===== config.mk =====
export PLATFORM = sky130hd
export DESIGN_NAME = id_ex_stage
export DESIGN_NICKNAME = d
export VERILOG_FILES = /design/src/rtl/id_ex_stage_pkg.sv /design/src/rtl/id_ex_stage_ex_forward_unit.sv /design/src/rtl/id_ex_stage.sv
export SDC_FILE = /design/constraint.sdc
export NUM_CORES = 1
export LEC_CHECK = 0
export CAP_MARGIN = 5
export CORE_UTILIZATION = 35
export CTS_CLUSTER_DIAMETER = 40
export CTS_CLUSTER_SIZE = 28
export DETAILED_ROUTE_END_ITERATION = 6
export GPL_ROUTABILITY_DRIVEN = 0
export PLACE_DENSITY_LB_ADDON = 0.08
export RECOVER_POWER = 100
export SLEW_MARGIN = 20
export SYNTH_ARGS = -nofsm -noshare
export SYNTH_HDL_FRONTEND = slang
export SYNTH_HIERARCHICAL = 1
export SYNTH_SLANG_ARGS = --single-unit

===== constraint.sdc =====
create_clock -name clk_i -period 2 [get_ports clk_i]
set_clock_uncertainty 0.15 [all_clocks]
set_input_delay 0.4 -clock clk_i [delete_from_list [all_inputs] [get_ports clk_i]]
set_output_delay 0.4 -clock clk_i [all_outputs]
set_load 0.02 [all_outputs]

===== src/rtl/id_ex_stage_pkg.sv =====
// Shared definitions for the ID/EX stage: forward-select encodings and the
// layout of the 8-bit control bundle carried from ID into EX.
package id_ex_stage_pkg;

  // Operand-mux select; 2'b11 is never produced.
  typedef enum logic [1:0] {
    FWD_REG   = 2'b00,
    FWD_MEMWB = 2'b01,
    FWD_EXMEM = 2'b10
  } fwd_sel_e;

  localparam int unsigned CTRL_W = 8;
  localparam int unsigned FUNCT_W = 10;

  // Control bundle bit positions: {reg_write, mem_to_reg, mem_read,
  // mem_write, alu_src, branch, alu_op[1:0]}.
  localparam int unsigned CTRL_REG_WRITE  = 7;
  localparam int unsigned CTRL_MEM_TO_REG = 6;
  localparam int unsigned CTRL_MEM_READ   = 5;
  localparam int unsigned CTRL_MEM_WRITE  = 4;
  localparam int unsigned CTRL_ALU_SRC    = 3;
  localparam int unsigned CTRL_BRANCH     = 2;
  localparam int unsigned CTRL_ALU_OP_HI  = 1;
  localparam int unsigned CTRL_ALU_OP_LO  = 0;

endpackage


===== src/rtl/id_ex_stage_ex_forward_unit.sv =====
// Forward-select generation for one EX operand. EX/MEM wins over MEM/WB;
// register x0 is never forwarded.
module ex_forward_unit
  import id_ex_stage_pkg::*;
#(
  parameter int REGW = 5
) (
  input  logic [REGW-1:0] ex_rs_i,
  input  logic [REGW-1:0] exmem_rd_i,
  input  logic            exmem_reg_write_i,
  input  logic [REGW-1:0] memwb_rd_i,
  input  logic            memwb_reg_write_i,
  output logic [1:0]      fwd_o
);

  fwd_sel_e sel;

  // Priority select: youngest producer first.
  always_comb begin
    sel = FWD_REG;
    if (exmem_reg_write_i && (exmem_rd_i != '0) && (exmem_rd_i == ex_rs_i))
      sel = FWD_EXMEM;
    else if (memwb_reg_write_i && (memwb_rd_i != '0) && (memwb_rd_i == ex_rs_i))
      sel = FWD_MEMWB;
  end

  assign fwd_o = sel;

endmodule


===== src/rtl/id_ex_stage.sv =====
// ID/EX pipeline register with load-use hazard detection and EX operand
// forward-select generation.
module id_ex_stage
  import id_ex_stage_pkg::*;
#(
  parameter int XLEN = 32,
  parameter int REGW = 5
) (
  input  logic               clk_i,
  input  logic               rst_i,
  input  logic               hold_i,
  input  logic               flush_i,
  input  logic               id_valid_i,
  input  logic [REGW-1:0]    id_rs1_i,
  input  logic [REGW-1:0]    id_rs2_i,
  input  logic [REGW-1:0]    id_rd_i,
  input  logic [XLEN-1:0]    id_rs1_data_i,
  input  logic [XLEN-1:0]    id_rs2_data_i,
  input  logic [XLEN-1:0]    id_imm_i,
  input  logic [FUNCT_W-1:0] id_funct_i,
  input  logic [CTRL_W-1:0]  id_ctrl_i,
  input  logic [REGW-1:0]    exmem_rd_i,
  input  logic               exmem_reg_write_i,
  input  logic [REGW-1:0]    memwb_rd_i,
  input  logic               memwb_reg_write_i,
  output logic               ex_valid_o,
  output logic [REGW-1:0]    ex_rs1_o,
  output logic [REGW-1:0]    ex_rs2_o,
  output logic [REGW-1:0]    ex_rd_o,
  output logic [XLEN-1:0]    ex_rs1_data_o,
  output logic [XLEN-1:0]    ex_rs2_data_o,
  output logic [XLEN-1:0]    ex_imm_o,
  output logic [FUNCT_W-1:0] ex_funct_o,
  output logic [CTRL_W-1:0]  ex_ctrl_o,
  output logic [1:0]         fwd_a_o,
  output logic [1:0]         fwd_b_o,
  output logic               stall_o
);

  logic load_use;

  // Load in EX whose destination is read by the instruction in ID. Both
  // sources are compared regardless of instruction format.
  always_comb begin
    load_use = ex_valid_o && ex_ctrl_o[CTRL_MEM_READ] && (ex_rd_o != '0) &&
               id_valid_i && ((ex_rd_o == id_rs1_i) || (ex_rd_o == id_rs2_i));
  end

  // A held or flushed stage must not also freeze the front end.
  always_comb begin
    stall_o = load_use && !flush_i && !hold_i;
  end

  // Pipeline register: reset > hold > flush/hazard bubble > load.
  always_ff @(posedge clk_i) begin
    if (!rst_i) begin
      ex_valid_o    <= 1'b0;
      ex_rs1_o      <= '0;
      ex_rs2_o      <= '0;
      ex_rd_o       <= '0;
      ex_rs1_data_o <= '0;
      ex_rs2_data_o <= '0;
      ex_imm_o      <= '0;
      ex_funct_o    <= '0;
      ex_ctrl_o     <= '0;
    end else if (!hold_i) begin
      if (flush_i || load_use) begin
        ex_valid_o    <= 1'b0;
        ex_rs1_o      <= '0;
        ex_rs2_o      <= '0;
        ex_rd_o       <= '0;
        ex_rs1_data_o <= '0;
        ex_rs2_data_o <= '0;
        ex_imm_o      <= '0;
        ex_funct_o    <= '0;
        ex_ctrl_o     <= '0;
      end else begin
        ex_valid_o    <= id_valid_i;
        ex_rs1_o      <= id_rs1_i;
        ex_rs2_o      <= id_rs2_i;
        ex_rd_o       <= id_rd_i;
        ex_rs1_data_o <= id_rs1_data_i;
        ex_rs2_data_o <= id_rs2_data_i;
        ex_imm_o      <= id_imm_i;
        ex_funct_o    <= id_funct_i;
        ex_ctrl_o     <= id_valid_i ? id_ctrl_i : '0;
      end
    end
  end

  ex_forward_unit #(.REGW(REGW)) u_fwd_a (
    .ex_rs_i           (ex_rs1_o),
    .exmem_rd_i        (exmem_rd_i),
    .exmem_reg_write_i (exmem_reg_write_i),
    .memwb_rd_i        (memwb_rd_i),
    .memwb_reg_write_i (memwb_reg_write_i),
    .fwd_o             (fwd_a_o)
  );

  ex_forward_unit #(.REGW(REGW)) u_fwd_b (
    .ex_rs_i           (ex_rs2_o),
    .exmem_rd_i        (exmem_rd_i),
    .exmem_reg_write_i (exmem_reg_write_i),
    .memwb_rd_i        (memwb_rd_i),
    .memwb_reg_write_i (memwb_reg_write_i),
    .fwd_o             (fwd_b_o)
  );

endmodule


Yosys cells after proc, flatten, opt, wreduce, memory -nomap -nowiden
Cells that the tools add are included.
{ "word_totals": {"wordCells": 48, "reg_bits": 130, "output_inout_bits": 135} }
{ "op_classes": {"reduce_logical": 19, "mux": 14, "n_eq_ne": 6} }
{ "op_table": {"columns": ["op", "count"], "rows": [
  ["$mux 32", 3],
  ["$eq 5x5->1", 6],
  ["$mux 8", 2],
  ["$mux 5", 3],
  ["$reduce_bool 5->1", 3],
  ["$logic_and 1x1->1", 12],
  ["$mux 10", 1],
  ["$mux 2", 2],
  ["$mux 1", 3],
  ["$logic_not 1->1", 2],
  ["$logic_or 1x1->1", 2]
]} }

Depth between registers and ports, before layout
Gate-level depths: netlist of the first run.
{ "depth": {"ltp_word": 6, "ltp_mapped": 6, "ltp_nobuf": 4} }

By module
Netlist of the first run, hierarchy kept.
{ "by_module_without_submodules": {"columns": ["module", "cells_per_inst", "instances", "area_each_um2"], "rows": [
  ["id_ex_stage", 622, 1, 5442.7],
  ["ex_forward_unit", 20, 2, 151.4]
]} }

Worst setup path after synthesis of the first run
No wires, ideal clock.
{ "synth_path": {"path_kind": "register to output", "start": "register ex_rd_o[4]", "end": "output stall_o", "stages_incl_launch_ff": 6, "n_path_buf": 1, "slack_ns": -0.533, "arrival_time_ns": 1.983, "cell_sequence": "dfxtp_1 > xnor2_1 > nand3_1 > o22ai_1 > buf_2 > nor4b_1"} }
{ "synth_via": {"elab_chain_len": 6, "elab_cells_between_ends": 9, "classes_between": "2 x eq/ne; 7 x reduce/logical"} }
{ "synth_rtl": {"columns": ["element", "line_no", "source"], "rows": [
  ["start: declaration", "id_ex_stage.sv:29", "output logic [REGW-1:0] ex_rd_o,"],
  ["start signal: assignment", "id_ex_stage.sv:81", "ex_rd_o <= id_rd_i;"],
  ["$reduce_bool 5->1", "id_ex_stage.sv:45", "load_use = ex_valid_o && ex_ctrl_o[CTRL_MEM_READ] && (ex_rd_o != '0) &&"],
  ["$logic_and 1x1->1 (2 in series)", "id_ex_stage.sv:45", null],
  ["$logic_and 1x1->1 *", "id_ex_stage.sv:46", "id_valid_i && ((ex_rd_o == id_rs1_i) || (ex_rd_o == id_rs2_i));"],
  ["$logic_and 1x1->1 * (2 in series)", "id_ex_stage.sv:51", "stall_o = load_use && !flush_i && !hold_i;"],
  ["end: declaration", "id_ex_stage.sv:37", "output logic stall_o"]
]} }
Mark *: on every way between the ends. The rest lies on a longest branch, timed or not.

Worst setup path after layout of the first run
{ "layout_path": {"start": "register ex_rd_o[3]", "end": "output stall_o"} }
The elaborated chain is that of the path after synthesis.

==> results of run 1 <==
## critical path, stage by stage, from the launching register on
cell and delay [ns]:
dfxtp_2 0.40, xnor2_1 0.14, nand2_1 0.11, o22ai_4 0.25, nor4b_4 0.23, buf_4 0.18
## registers in the layout (all words and copies together) (netlist names)
signal and flops:
ex_rs1_o 5, ex_rd_o 5, ex_rs2_o 5, ex_funct_o 10, ex_rs1_data_o 32, ex_imm_o 32, ex_ctrl_o 8, ex_rs2_data_o 32
ex_valid_o 1
## cell families (layout without fill, tap and decap cells)
| family | after synthesis | in the layout | share of synthesized area |
|---|---|---|---|
| AND/OR/NAND/NOR | 165 | 165 | 0.1213 |
| buffers and inverters | 73 | 393 | 0.06207 |
| XOR/XNOR | 26 | 26 | 0.03963 |
| AO/OA/AOI/OAI | 268 | 268 | 0.3240 |
| flip-flops | 130 | 130 | 0.4530 |
## timing repair
item	in CTS	in global routing
buffers inserted	10	10
gates resized for setup	113	64
hold endpoints to repair	0	0
hold buffers	0	0
setup endpoints to repair	151	139
gates cloned	15	0
pin swaps	16	15
## placed cells by master, fill, tap and decap left out, types with 2 or more instances in the layout
| cell type | n |
|---|---|
| a211oi_2 | 2 |
| a21oi_1 | 2 |
| a22oi_1 | 8 |
| a32oi_1 | 118 |
| a32oi_2 | 4 |
| and3_1 | 9 |
| buf_12 | 14 |
| buf_16 | 11 |
| buf_4 | 51 |
| buf_6 | 5 |
| bufbuf_16 | 5 |
| bufinv_16 | 5 |
| clkbuf_1 | 7 |
| clkbuf_16 | 17 |
| clkdlybuf4s15_2 | 3 |
| clkdlybuf4s50_1 | 237 |
| clkinv_4 | 2 |
| clkinvlp_4 | 4 |
| dfxtp_1 | 116 |
| dfxtp_2 | 4 |
| dfxtp_4 | 10 |
| dlygate4sd2_1 | 26 |
| dlymetal6s2s_1 | 2 |
| nand2_1 | 127 |
| nand3_1 | 13 |
| nor3_1 | 3 |
| nor3_2 | 3 |
| nor4_2 | 2 |
| o21ai_0 | 64 |
| o21ai_1 | 66 |
| xnor2_1 | 8 |
| xnor2_2 | 12 |
| xor2_1 | 6 |
## power groups by stage
stage | Sequential [mW] | Combinational [mW] | Clock [mW]
3_3_place_gp | 2.96 | 1.51 | 0
5_1_grt | 2.94 | 1.69 | 3.63
3_5_place_dp | 2.97 | 1.54 | 0
4_1_cts | 2.92 | 1.55 | 3.48
2_1_floorplan | 3.19 | 0.391 | 0
6_report | 2.93 | 1.58 | 3.44
## per-layer routing
| layer | up-vias | GRT usage | part of all wire |
|---|---|---|---|
| li1 | 3139 | - | - |
| met3 | 36 | 0.07380 | 0.074 |
| met5 | - | 0 | 0 |
| met4 | 0 | 0.1176 | 0.026 |
| met1 | 3151 | 0.3187 | 0.41 |
| met2 | 222 | 0.4359 | 0.49 |
## final timing paths
path | from | end | slack (ns) | cells after the start
setup / recovery | ex_rd_o[3] | stall_o | -0.29 | 5
hold / removal | id_rs2_i[3] | ex_rs2_o[3] | 0.29 | 4
setup reg to reg | ex_rd_o[0] | ex_imm_o[10] | -0.24 | 9
hold reg to reg | ex_imm_o[28] | ex_imm_o[28] | 0.32 | 2
## layout make-up
type	count	share of cell area
well taps	216	0.02587
clock inverters	12	0.01976
multi-input cells	459	0.2869
flip-flops and latches	130	0.2531
clock buffers	19	0.04239
repair buffers	362	0.3719
## stage by stage
stage	instance area [um^2]	hold slack, ns	worst slack [ns]
2_1_floorplan	5769	0.3824	-0.01001
3_3_place_gp	8972	0.2962	-0.9070
3_5_place_dp	8972	0.3047	-0.9471
4_1_cts	10270	0.2841	-0.3168
5_1_grt	10450	0.2935	-0.3713
6_report	10450	0.2907	-0.2854
==> reports/qor.yml, run 1 <==
status: "complete, but fails checks"
violations: "negative setup slack"
drc: 0
synth_top_cells_by_area: "dfxtp_1 45%, a32oi_1 19%, o21ai_0 8.4%"
cts.sinks: 130
root_buffer: "clkbuf_16"
maxSlewViolCount: 0
vias_per_cell: 5.466
clockBufferDepth: 2
regArea_um2: 2645
vdd_drop_max_uv: 566.0
worstSetupEndpointType: "primary output"
grt_overflow: 0
setup_slack_ns: -0.2854
period_share: 1.143
start_kind: "flop"
maxCapViolations: 0
fill_cells: 1314
ios: 281
syn_area_um2: 5746
power_mw: 7.949
fin_cells: 1198
yosysSeqAreaShare: 0.4530
first_iter_violations: 350
grt_pass1_wl_um: 33920
p_sw_frac: 0.2638
io_buffers: 280
wire_per_inst_um: 19.01
placedCellCount: 1133
drt-pass1-iter-count: 5
utilization: 0.6554
hold_violations: 0
synth_top_flop_cell: "dfxtp_1"
synth_most_common_cell: "dfxtp_1"
synth_commonest_cells: "130 x dfxtp_1, 128 x nand2_1, 122 x a32oi_1"
rsz0062_at_grt: "yes"
vias: 6548
worstMarginPinSlew_ns: 0.4634
syn_inst: 662
arrival_ns: 1.74
grt_pass1_vias: 6327
ys_ff_latch: 130
antenna_found_initial: 0
cts_tree: "built"
required_ns: 1.45
syn_area_per_cell_um2: 8.679
drive_gt1_frac: 0.1721
insertion_delay_ns: 0.42
core-area_um2: 15940
cts-buffers-inserted: 17
total_leakage_power_nw: 3.885
power_density_nw_per_um2: 760.8
slew_headroom: 0.6911
ant_nets: 0
netlist.area_leader.share: 0.4530
hold_path_class: "in -> reg"
maxClockFrequency_ghz: 0.4376
placementRows: 46
synth_cell_type_count: 26
synth_fp_nets: 808
synth_edf_count: 0
die_w_um: 130.1
wl_um: 22770
internal_power_mw: 5.852
fin_crit_ns: 2.285
dp_hpwl_um: 13260
synth_warnings: 6
crit_type: "reg -> out"
grt_usage: 0.2638
ys_async_sr_fraction: 0
cts.reportedPaths.clkPinSlew_ns: 0.06
yosys.area.top_type: "dfxtp_1"
p_sw_mw: 2.097
setup_viol: 135
p_clk_frac: 0.433
fin_tns_setup_ns: -22.67
finalNetCount: 1116
die_area_um2: 16930
initial_utilization: 0.3604
grt_max_degree: 79
cts_max_level: 4
seqPwrFrac: 0.368
syn_to_final_growth_pct: 81.86
die_h_um: 130.1
path_max_fanout: 5
multi_input_comb_area_um2: 2998
diodes: 0
combinationalPowerShare: 0.199
Note: power is estimated with default switching activity, not from simulation.
==> run 2: changes to the inputs <==
--- a/config.mk
+++ b/config.mk
@@ -11,8 +11,9 @@
 export CTS_CLUSTER_SIZE = 28
 export DETAILED_ROUTE_END_ITERATION = 6
 export GPL_ROUTABILITY_DRIVEN = 0
-export PLACE_DENSITY_LB_ADDON = 0.08
+export PLACE_DENSITY = 0.84
 export RECOVER_POWER = 100
+export REMOVE_ABC_BUFFERS = 1
 export SLEW_MARGIN = 20
 export SYNTH_ARGS = -nofsm -noshare
 export SYNTH_HDL_FRONTEND = slang
==> run 2 against run 1 <==
Effect of this change:
- the flow still finishes with violations (negative setup slack)
- global-route usage shrank 2.6 points
- utilization shrank 1.6 points
- register-to-register slack better by 0.12 ns
- die area stayed put
- power is 4.0% lower
- critical path type is now in -> out
- largest cell class unchanged
==> reports/qor.yml, run 2 (synthesis results as in run 1) <==
crit_slowest_cell: "clkdlybuf4s50_1"
vias_per_cell: 5.608
mostFrequentLayoutCells: "240 x clkdlybuf4s50_1, 128 x nand2_1, 122 x a32oi_1"
antenna_found_initial: 0
maxSlewViolCount: 0
combinationalPowerShare: 0.212
worstSetupEndpointType: "primary output"
diodes: 0
wire_per_inst_um: 18.72
crit_type: "in -> out"
top_layer: "met4"
violations: "negative setup slack"
cts.sinks: 130
regArea_um2: 2641
hold_violations: 0
die_area_um2: 16930
setup_viol: 135
ios: 281
core-area_um2: 15940
root_buffer: "clkbuf_16"
first_iter_violations: 412
critPathMaxStageDelay_ns: 0.51
maxClockFrequency_ghz: 0.4297
rsz0062_at_grt: "yes"
cts.reportedPaths.clkPinSlew_ns: 0.06
initial_utilization: 0.3604
arrival_ns: 1.78
placementRows: 46
insertion_delay_ns: 0.40
grt_pass1_wl_um: 31240
clockBufferDepth: 2
fill_cells: 1272
cts-buffers-inserted: 17
grt_max_degree: 61
die_h_um: 130.1
path_max_fanout: 2
grt_usage: 0.2377
placedCellCount: 1142
slew_headroom: 0.8143
vias: 6696
seqPwrFrac: 0.382
drt-pass1-iter-count: 5
grt_overflow: 0
syn_to_final_growth_pct: 77.48
p_sw_mw: 2.104
worstMarginPinSlew_ns: 0.2756
start_kind: "input pin"
final_common_cell: "clkdlybuf4s50_1"
multi_input_comb_area_um2: 2964
dp_hpwl_um: 13320
p_clk_frac: 0.405
top_regs: "ex_imm_o (32), ex_rs1_data_o (32), ex_rs2_data_o (32)"
io_buffers: 280
grt_pass1_vias: 6141
fin_crit_ns: 2.327
fin_cells: 1194
wl_um: 22350
internal_power_mw: 5.527
p_sw_frac: 0.2757
preCtsSetupSlack_ns: -1.024
hold_path_class: "in -> reg"
wl_met3_um: 2087
vdd_drop_max_uv: 565.9
finalNetCount: 1111
wl_met2_um: 10980
cts_tree: "built"
wl_met1_um: 8829
required_ns: 1.45
ant_nets: 0
path_cells: "clkdlybuf4s50_1, xnor2_1, nand2_1, o22ai_4, nor4b_4, buf_4"
drc: 0
period_share: 1.164
setup_slack_ns: -0.3275
cts_hold_buf: 0
die_w_um: 130.1
total_leakage_power_nw: 3.743
cts_max_level: 4
drive_gt1_frac: 0.1605
maxCapViolations: 0
power_density_nw_per_um2: 748.4
status: "complete, but fails checks"
run 2: cell count changes in the layout (fill, tap and decap cells not counted), moves of 4 or more:
cell       previous run  this run
a32oi_1             118       122
a32oi_2               4         0
buf_16               11         7
bufbuf_16             5         0
clkbuf_16            17        24
o21ai_0              64        97
o21ai_1              66        33
run 2: final timing paths:
kind | start | to | slack, ns | cells past startpoint
max | id_rs2_i[2] | stall_o | -0.33 | 6
min reg2reg | ex_rs1_data_o[6] | ex_rs1_data_o[6] | 0.31 | 2
min | id_rs2_i[0] | ex_rs2_o[0] | 0.26 | 4
max reg2reg | ex_rd_o[0] | ex_rs2_data_o[2] | -0.12 | 8
run 2: cell type report:
cell class              count  area share
multi-input cells         459      0.2907
repair buffers            357      0.3660
clock inverters            12     0.01301
clock buffers              20     0.04479
flip-flops and latches    130      0.2590
well taps                 216     0.02650
run 2: what timing repair did:
item	CTS	global route
buffers inserted	2	6
pin swaps	13	8
setup endpoints to repair	152	136
gates resized for setup	107	32
cloned	4	8
run 2: stage by stage:
step           setup TNS, ns  total power, mW  hold WS (ns)  cell area [um^2]    util
2_1_floorplan       -1723.74            3.606        0.3826              5389       -
3_3_place_gp          -83.18            4.487        0.2943              9019  0.5657
3_5_place_dp          -83.98            4.517        0.3024              9019  0.5657
4_1_cts               -13.65            7.646        0.2434              9833  0.6168
5_1_grt               -17.54            7.923        0.2769             10200  0.6396
6_report              -8.017            7.631        0.2552             10200  0.6396
run 2: worst max-delay path: cells and delay by family:
family | cells | cell delay, ns
buf+inv | 2 | 0.70
simple gates | 2 | 0.35
compound gates | 1 | 0.19
xor+xnor | 1 | 0.14
run 2: power groups by stage:
| stage | registers [mW] | clock network, mW | logic [mW] |
|---|---|---|---|
| 2_1_floorplan | 3.19 | 0 | 0.418 |
| 3_3_place_gp | 2.96 | 0 | 1.53 |
| 3_5_place_dp | 2.96 | 0 | 1.56 |
| 4_1_cts | 2.91 | 3.15 | 1.58 |
| 5_1_grt | 2.94 | 3.27 | 1.72 |
| 6_report | 2.92 | 3.09 | 1.62 |
run 2: routing by layer:
metal | GRT usage | up-vias
met5 | 0 | -
met4 | 0.08276 | 0
met3 | 0.07380 | 43
met2 | 0.4171 | 327
met1 | 0.2714 | 3200
li1 | - | 3126
==> run 3: changes to the inputs <==
--- a/config.mk
+++ b/config.mk
@@ -11,7 +11,7 @@
 export CTS_CLUSTER_SIZE = 28
 export DETAILED_ROUTE_END_ITERATION = 6
 export GPL_ROUTABILITY_DRIVEN = 0
-export PLACE_DENSITY = 0.84
+export PLACE_DENSITY_LB_ADDON = 0.08
 export RECOVER_POWER = 100
 export REMOVE_ABC_BUFFERS = 1
 export SLEW_MARGIN = 20
==> run 3 against run 2 <==
Effect of this change:
- the flow still finishes with violations (negative setup slack)
- worst hold slack got worse by 0.0068 ns
- register-to-register slack improved by 0.06 ns
- non-clock buffer count fell by 2
- die area did not move
- sequential power barely moved
- cell area rose by 0.67%
- highest routed layer is now met5
- combinational power barely moved
- maximum frequency rose by 1.5%
- setup slack improved by 0.035 ns
==> reports/qor.yml, run 3 (synthesis results as in run 1) <==
status: "complete, but fails checks"
critPathMaxStageDelay_ns: 0.34
start_kind: "flop"
grt_pass1_vias: 6220
path_max_fanout: 4
required_ns: 1.45
cts_hold_buf: 0
cts_max_level: 4
placedCellCount: 1139
first_iter_violations: 370
fin_crit_ns: 2.293
arrival_ns: 1.74
clockBufferDepth: 2
grt_usage: 0.2408
period_share: 1.146
antenna_found_initial: 1
core-area_um2: 15940
hold_ws_ns: 0.2484
top_regs: "ex_imm_o (32), ex_rs1_data_o (32), ex_rs2_data_o (32)"
cts-buffers-inserted: 17
setup_slack_ns: -0.2925
drc: 0
wire_per_inst_um: 18.64
fill_cells: 1339
grt_pass1_wl_um: 31600
finalNetCount: 1109
setup_viol: 48
fin_cells: 1192
cts_tree: "built"
maxClockFrequency_ghz: 0.4362
maxSlewViolCount: 0
maxCapViolations: 0
total_leakage_power_nw: 3.784
die_area_um2: 16930
vias_per_cell: 5.496
vias: 6551
diodes: 0
die_h_um: 130.1
mostFrequentLayoutCells: "233 x clkdlybuf4s50_1, 126 x nand2_1, 123 x dfxtp_1"
syn_to_final_growth_pct: 78.68
r2r_slack_ns: -0.06
dp_hpwl_um: 13780
placementRows: 46
grt_max_degree: 58
power_density_nw_per_um2: 767.8
worstMarginPinSlew_ns: 0.3650
slew_headroom: 0.7567
final_common_cell: "clkdlybuf4s50_1"
preCtsSetupSlack_ns: -0.9664
crit_slowest_cell: "dfxtp_2"
die_w_um: 130.1
drt-pass1-iter-count: 5
hold_path_class: "in -> reg"
root_buffer: "clkbuf_16"
cts.reportedPaths.clkPinSlew_ns: 0.05
violations: "negative setup slack"
worstSetupEndpointType: "primary output"
grt_overflow: 0
io_buffers: 280
path_cells: "buf_6, xnor2_4, nand3_2, o22ai_4, nor4b_4, buf_4"
crit_type: "reg -> out"
drive_gt1_frac: 0.1547
insertion_delay_ns: 0.41
hold_violations: 0
cts.sinks: 130
rsz0062_at_grt: "yes"
ant_nets: 0
initial_utilization: 0.3604
ios: 281
vdd_drop_max_uv: 577.0
wl_um: 22220
-- run 3: cell count changes in the layout (fill, tap and decap cells not counted), moves of 4 or more --
cell / before / now
buf_4: 52 / 41
buf_6: 2 / 7
clkbuf_1: 4 / 11
dfxtp_4: 9 / 4
clkdlybuf4s50_1: 240 / 233
o21ai_1: 33 / 40
o21ai_0: 97 / 90
xnor2_1: 11 / 7
dfxtp_1: 117 / 123
-- run 3: critical path, delay by kind of cell (launching register included) --
family | cells | cell delay (ns)
AO/OA/AOI/OAI | 1 | 0.18
XOR/XNOR | 1 | 0.15
buffers and inverters | 2 | 0.33
flip-flops | 1 | 0.34
AND/OR/NAND/NOR | 2 | 0.33
-- run 3: final timing paths --
| check | cells after the start | end | start |
|---|---|---|---|
| setup / recovery | 6 | stall_o | ex_rd_o[2] |
| hold / removal | 4 | ex_rs1_o[3] | id_rs1_i[3] |
| setup reg to reg | 7 | ex_rs2_data_o[17] | ex_rd_o[2] |
| hold reg to reg | 2 | ex_rs2_data_o[23] | ex_rs2_data_o[23] |
-- run 3: stage by stage --
step	TNS (ns)	power, mW	utilization	area [um^2]
2_1_floorplan	-1723.74	3.606	-	5389
3_3_place_gp	-86.38	4.481	0.5651	9009
3_5_place_dp	-87.56	4.519	0.5651	9009
4_1_cts	-2.697	7.906	0.6255	9972
5_1_grt	-9.702	8.190	0.6439	10270
6_report	-1.428	7.882	0.6439	10270
-- run 3: metal layers --
layer / vias to the layer above / global-route usage / share of wire
li1: 3140 / - / -
met2: 223 / 0.4237 / 0.49
met3: 39 / 0.09020 / 0.081
met1: 3147 / 0.2578 / 0.40
met4: 2 / 0.1026 / 0.025
met5: - / 0 / 0.00058
-- run 3: layout make-up --
cell class,count,area (um^2),area share
clock buffers,21,470.5,0.04583
well taps,216,270.3,0.02633
flip-flops and latches,130,2621,0.2553
clock inverters,11,175.2,0.01706
multi-input cells,459,2984,0.2907
repair buffers,355,3745,0.3648
-- run 3: timing repair --
item | in CTS | in global routing
cloned | 5 | 11
buffers inserted | 5 | 2
endpoints found under the setup margin | 150 | 143
pin swaps | 23 | 13
gates resized for setup | 113 | 46
-- run 3: power by group --
part / internal [mW] / total [mW] / leakage [nW] / switching (mW)
clock: 2.19 / 3.36 / 0.310 / 1.17
combinational: 0.830 / 1.60 / 2.40 / 0.771
sequential: 2.79 / 2.92 / 1.07 / 0.131
==> RTL edit 1 (flow settings as in run 1) <==
The parameter `XLEN` goes from 32 to 16.
--- a/src/rtl/id_ex_stage.sv
+++ b/src/rtl/id_ex_stage.sv
@@ -5,3 +5,3 @@
 #(
-  parameter int XLEN = 32,
+  parameter int XLEN = 16,
   parameter int REGW = 5
Interface: changed (6 resized); port bits go from 281 to 185. The function was not compared with the original's and may differ.
==> RTL edit 1 against run 1 <==
The run still ends with setup timing left. Synthesized area is 37% lower. Worst hold slack worse by 32 ps. Total power down 54%. Sequential cell count down 48. Die area decreased by 36%. Routed wire length shrank 43%. Sequential power decreased by 41%. Setup slack got worse by 65 ps. Via count is 39% lower. Core utilization shrank 1.4 points. Final area fell by 39%. Register-to-register slack gained 60 ps.
==> RTL edit 1: results (changes against run 1) <==
STA classifies the critical path endpoint as a primary output. The via count of the first global-routing pass is 3566 (-44%). Clock tree synthesis selected as its root buffer the cell clkbuf_8.

The worst-margin pin slew came out at 1050 ps (+583 ps). The worst-case clock buffer depth is 2 (unchanged). The proportion of synthesized flip-flops having asynchronous set or reset was 0% (unchanged). The number of max-slew violations in the final report is 0 (unchanged). The later-pin clock latency in the skew report came to 340 ps (-80 ps). The total setup violations reported at the end of the flow came out at 87 (-36%). The initial DRC count is 179 (-49%). The first-pass iteration count of the detailed router is 4 (-1). Sorting the synthesized cells by area gives the leading types as dfxtp_1 45%, nand3_1 22%, o21ai_0 10%. The fraction of layout cells with a size suffix above 1 is 21.1% (+3.9 points). The CTS H-tree depth came to 3 (-1). The smallest setup slack after layout is -351 ps (-65.3 ps).

Grouping stages by cell kind, the critical path spends the most delay in simple AND/OR/NAND/NOR gates. The number of distinct standard cells referenced by the synthesized netlist is 25 (-3.8%). The global-route wire length before repair was 18400 µm (-46%). The final reports fail on setup timing. The total routed wirelength is 12900 µm (-43%). The flow ran to the end, but the final reports show violations. The largest stage delay on the critical path is 520 ps (+120 ps). The worst-path cell with the longest stage delay is or4_4.

The maximum resistive drop on vdd was 0.324 mV (-43%). The clock input transition at the sequential cells of the worst setup and hold paths was 80 ps (+20 ps). The largest net degree at the start of global routing came out at 93 (+18%).

The largest registers in the layout are ex_imm_o x16, ex_rs1_data_o x16, ex_rs2_data_o x16. By startpoint and endpoint, the worst setup path is classified as reg -> out. The mean number of vias per cell is 5.20 (-4.9%). The diode insertion count for antenna repair came out at 0 (unchanged). The net total in the final layout is 730 (-35%).

The number of buffers added by the clock tree synthesis step is 9 (-8). The number of antenna violations at the first check in global routing came out at 0 (unchanged). The aggregate global-route resource usage is 20.9% (-5.5 points). The half-perimeter wire length after placement came out at 7930 µm (-40%). The number of buffer cells added on primary ports is 184 (-34%). The maximum fanout along the worst path is 3 (-2). The arrival time reported for the critical path endpoint is 1800 ps (+60 ps). For this run, the leading register cell type out of synthesis is dfxtp_1.

The path class of the tightest hold or removal check is in -> reg. The number of warnings printed during yosys synthesis is 6 (unchanged). The static leakage came to 0.00245 µW (-37%).

The sequential fraction of the synthesis area is 45.3% (about the same). Counting instances in the post-synthesis netlist gives the leading cell types as 159 x nand3_1, 82 x dfxtp_1, 72 x o21ai_0. The post-synth net total is 532 (-34%).
==> RTL edit 1: cell count changes after synthesis, moves of 8 or more <==
| cell | run 1 | this run |
|---|---|---|
| o21ai_1 | 33 | 0 |
| and3_1 | 9 | 0 |
| clkbuf_1 | 57 | 41 |
| a32oi_1 | 122 | 0 |
| nand3_1 | 14 | 159 |
| dfxtp_1 | 130 | 82 |
| buf_6 | 10 | 1 |
| nand2_1 | 128 | 5 |
| inv_1 | 0 | 10 |
| a22oi_1 | 8 | 0 |
| o21ai_0 | 97 | 72 |
==> RTL edit 1: final timing paths <==
kind	from	endpoint	slack (ps)	depth (start not counted)
worst min-delay path	id_rs1_i[4]	ex_rs1_o[4]$_SDFFE_PN0N_	260	3
worst max register to register	ex_rd_o[0]$_SDFFE_PN0N_	ex_rs1_o[0]$_SDFFE_PN0N_	-180	7
worst min register to register	ex_rs1_data_o[4]$_SDFFE_PN0N_	ex_rs1_data_o[4]$_SDFFE_PN0N_	320	2
worst max-delay path	ex_rd_o[0]$_SDFFE_PN0N_	stall_o	-350	5
==> RTL edit 1: worst reg2reg max path: stages, from the launching register on <==
cell       delay, ps
dfxtp_4          370
or4_4            520
o2111ai_4        250
a21oi_4           50
buf_4            140
buf_8            130
clkbuf_16        170
o41ai_2          290
==> RTL edit 1: stage by stage <==
stage	TNS [ps]	cell area, µm²	std cells	utilization, %	setup slack [ps]
3_5_place_dp	-62070	5750	737	58.0	-873
3_3_place_gp	-56390	5750	737	58.0	-809
6_report	-8410	6360	769	64.2	-351
4_1_cts	-28250	5950	753	60.0	-390
5_1_grt	-12650	6360	769	64.2	-419
2_1_floorplan	-103	3640	434	-	-103
==> RTL edit 1: power by group <==
| part | internal [µW] | switching (µW) | leakage, µW | total [µW] |
|---|---|---|---|---|
| Sequential | 1690 | 46.7 | 0.000675 | 1740 |
| Combinational | 383 | 349 | 0.00169 | 732 |
| Clock | 606 | 597 | 0.0000920 | 1200 |
==> RTL edit 1: what timing repair did <==
action                     in CTS  in global routing
setup buffers                   1                 11
pin swaps                      12                 27
gates resized for setup        73                137
setup endpoints to repair     101                 93
cloned                          0                  5
==> RTL edit 1: kinds of logic after synthesis <==
logic type	count (synthesis)	share of synthesized area [%]
buf+inv	55	6.36
compound gates	90	16.7
xor+xnor	26	6.29
flops	82	45.3
simple gates	181	25.4
==> RTL edit 1: metal layers <==
layer  track usage, %  vias up  wire, µm
li1                 -     1950         -
met2             34.8      128      6310
met1             26.8     1907      5860
met5                0        -         0
met4             6.22        0       114
met3             5.03       12       648
==> RTL edit 1: layout make-up <==
class,count,area (µm²)
inverters,10,37.5
multi-input cells,297,1960
repair buffers,232,2330
clock buffers,11,141
flip-flops and latches,82,1670
fillers,868,3550
well taps,133,166
clock inverters,4,51.3
==> RTL edit 2 (config.mk and constraints of run 1) <==
Made on the original files. Make the reset (`rst_i`) asynchronous in one clocked block.
--- a/src/rtl/id_ex_stage.sv
+++ b/src/rtl/id_ex_stage.sv
@@ -54,3 +54,3 @@
   // Pipeline register: reset > hold > flush/hazard bubble > load.
-  always_ff @(posedge clk_i) begin
+  always_ff @(posedge clk_i or negedge rst_i) begin
     if (!rst_i) begin
Behaviour: differs if rst_i is asserted again (counterexample within 4 cycles, from zero or initial values and one cycle with rst_i low); with rst_i held inactive, the same outputs for 4 cycles.
==> RTL edit 2 against run 1 <==
Setup slack worse by 71 ps. Sequential share of layout area grew 1.4 points. Sequential cell count did not move. Largest cell class is now multi-input gates. Largest power group is now registers. Register-to-register slack worse by 70 ps. Critical endpoint unchanged. The flow still finishes with violations (setup timing). Via count grew 12%. Highest routed layer unchanged. Total power up 14%. Final area grew 17%. Routed wire length up 13%. Synthesized area grew 33%.
==> RTL edit 2: results (changes against run 1) <==
The power per standard cell area is 740 nW/µm² (-2.7%). The via count of the first global-routing pass came to 7100 (+12%). The net total in the final layout came out at 1229 (+10%). The multi-input gate count is 558 (+22%).

The aggregate global-route resource usage is 22.4% (-3.9 points). The total setup violations reported at the end of the flow is 136 (+0.74%). The worst slack at placement came out at -836 ps (+112 ps). The largest stage delay on the critical path came out at 430 ps (+30 ps). The cell count of the worst hold path is 3 (-1). The static leakage came out at 0.00476 µW (+22%). The tree is rooted in a clkbuf_16. The number of distinct standard cells referenced by the synthesized netlist came out at 31 (+19%).

The core occupancy in the finished layout came out at 57.6% (-7.9 points). The path with the worst hold slack has its endpoint at ex_rs1_o[2]$_DFFE_PN0N_. The fraction of area in clock buffers and inverters is 4.76% (-1.5 points). The number of standard cells after synthesis came out at 783 (+18%). The worst hold path begins at id_rs1_i[2].

The largest net degree at the start of global routing is 99 (+25%). The maximum resistive drop on vdd came out at 0.533 mV (-5.8%). The layout overhead on the synthesized area is 59.9%. The compound-gate portion of the synthesized area came out at 22.7% (-9.7 points). The maximum fanout along the worst path was 3 (-2).

The remaining max-slew budget at the tightest pin is 45.5% (-24 points). The minimum setup slack among reg-to-reg paths is -310 ps (-70 ps). The mux share of post-synthesis cell area is 0.131% (+0.13 points). The non-filler instance count after layout came out at 1371 (+14%).

The total via count after detailed routing is 7324 (+12%). The run finished, with violations left. The most instantiated flip-flop cell in the synthesis netlist is dfrtp_1. The layout buffer count excluding clock buffers is 376 (+3.9%). The number of fill cells in the layout came out at 1859 (+41%). The total routed wirelength is 25800 µm (+13%).

The endpoint identified for the worst register-to-register timing path is ex_ctrl_o[4]$_DFFE_PN0N_. Yosys attributes the largest share of cell area to dfrtp_1 43%, or3b_2 12%, a22oi_1 10%. By count the netlist is led by 130 x dfrtp_1, 109 x o21ai_1, 106 x a22oi_1, 106 x nor3b_1, 106 x or3b_2.

The number of sequential storage elements is 130 (unchanged). The diode insertion count for antenna repair is 0 (unchanged). The initial DRC count came to 362 (+3.4%). The proportion of synthesized flip-flops having asynchronous set or reset came out at 100% (+100 points). The clock input transition at the sequential cells of the worst setup and hold paths was 60 ps (about the same). The post-detailed-placement cell area was 11100 µm² (+23%). The half-perimeter wire length after placement is 15900 µm (+20%).

The arrival time reported for the critical path endpoint is 1810 ps (+70 ps). The non-clock buffer contribution to total cell area is 32.3% (-4.9 points). The fraction of layout cells with a size suffix above 1 came out at 25.0% (+7.8 points).

For this design, the slowest cell found on the critical path is dfrtp_2. The cell count after placement came out at 1308 (+15%). The smallest setup slack after layout was -357 ps (-71.2 ps).

The sequential fraction of the synthesis area is 42.7% (-2.6 points). The post-synth net total is 929 (+15%). The fraction of area in registers came out at 26.8% (+1.4 points). The XOR/XNOR share of the synthesized area came out at 2.99% (-0.98 points). The worst hold slack across all endpoints came out at 202 ps (-88.2 ps). The global-route wire length before repair came to 39100 µm (+15%).

The final reports fail on setup timing. The multi-input logic portion of the cell area is 33.4% (+4.7 points). The setup TNS came out at -29130 ps (-6460 ps). The reg-to-reg startpoint is ex_rd_o[4]$_DFFE_PN0N_.
-- RTL edit 2: cell count changes in the layout (fill, tap and decap cells not counted), sizes merged, moves of 10 or more --
cell and delta:
dfrtp +130, dfxtp -130, or3b +106, nor3b +105, a32oi -99, nand2 -99
a22oi +98, clkbuf +21, buf +10
-- RTL edit 2: timing repair --
action / CTS / global route
endpoints found under the hold margin: 27 / 0
resized for setup: 80 / 49
cloned: 9 / 6
pin swaps: 11 / 11
setup endpoints to repair: 152 / 151
hold buffers: 1 / 0
buffers inserted: 11 / 4
-- RTL edit 2: how the worst max path moves through the flow --
| stage | end | from | cells past startpoint |
|---|---|---|---|
| finish | stall_o | ex_rd_o[3]$_DFFE_PN0N_ | 6 |
| global route | stall_o | ex_rd_o[3]$_DFFE_PN0N_ | 6 |
| CTS | stall_o | ex_rd_o[4]$_DFFE_PN0N_ | 4 |
| detailed placement | stall_o | id_rs1_i[2] | 6 |
| global placement | stall_o | id_rs1_i[2] | 6 |
| floorplan | stall_o | ex_rd_o[2]$_DFFE_PN0N_ | 5 |
-- RTL edit 2: metal layers --
metal,wire length (µm),vias up,GRT usage [%]
met3,1620,26,5.43
met2,12300,211,35.3
met4,425,0,6.89
met1,11400,3520,30.3
met5,0,-,0
li1,-,3567,-
-- RTL edit 2: where the power goes --
| group | total, µW | leakage (µW) | internal [µW] | switching (µW) |
|---|---|---|---|---|
| clock | 3080 | 0.000279 | 1870 | 1210 |
| combinational | 2740 | 0.00287 | 1400 | 1340 |
| sequential | 3210 | 0.00160 | 2970 | 243 |
-- RTL edit 2: cells by family after synthesis --
kind of cell,count (synthesis)
mux,1
flops,130
compound gates,267
simple gates,264
xor+xnor,26
buf+inv,95
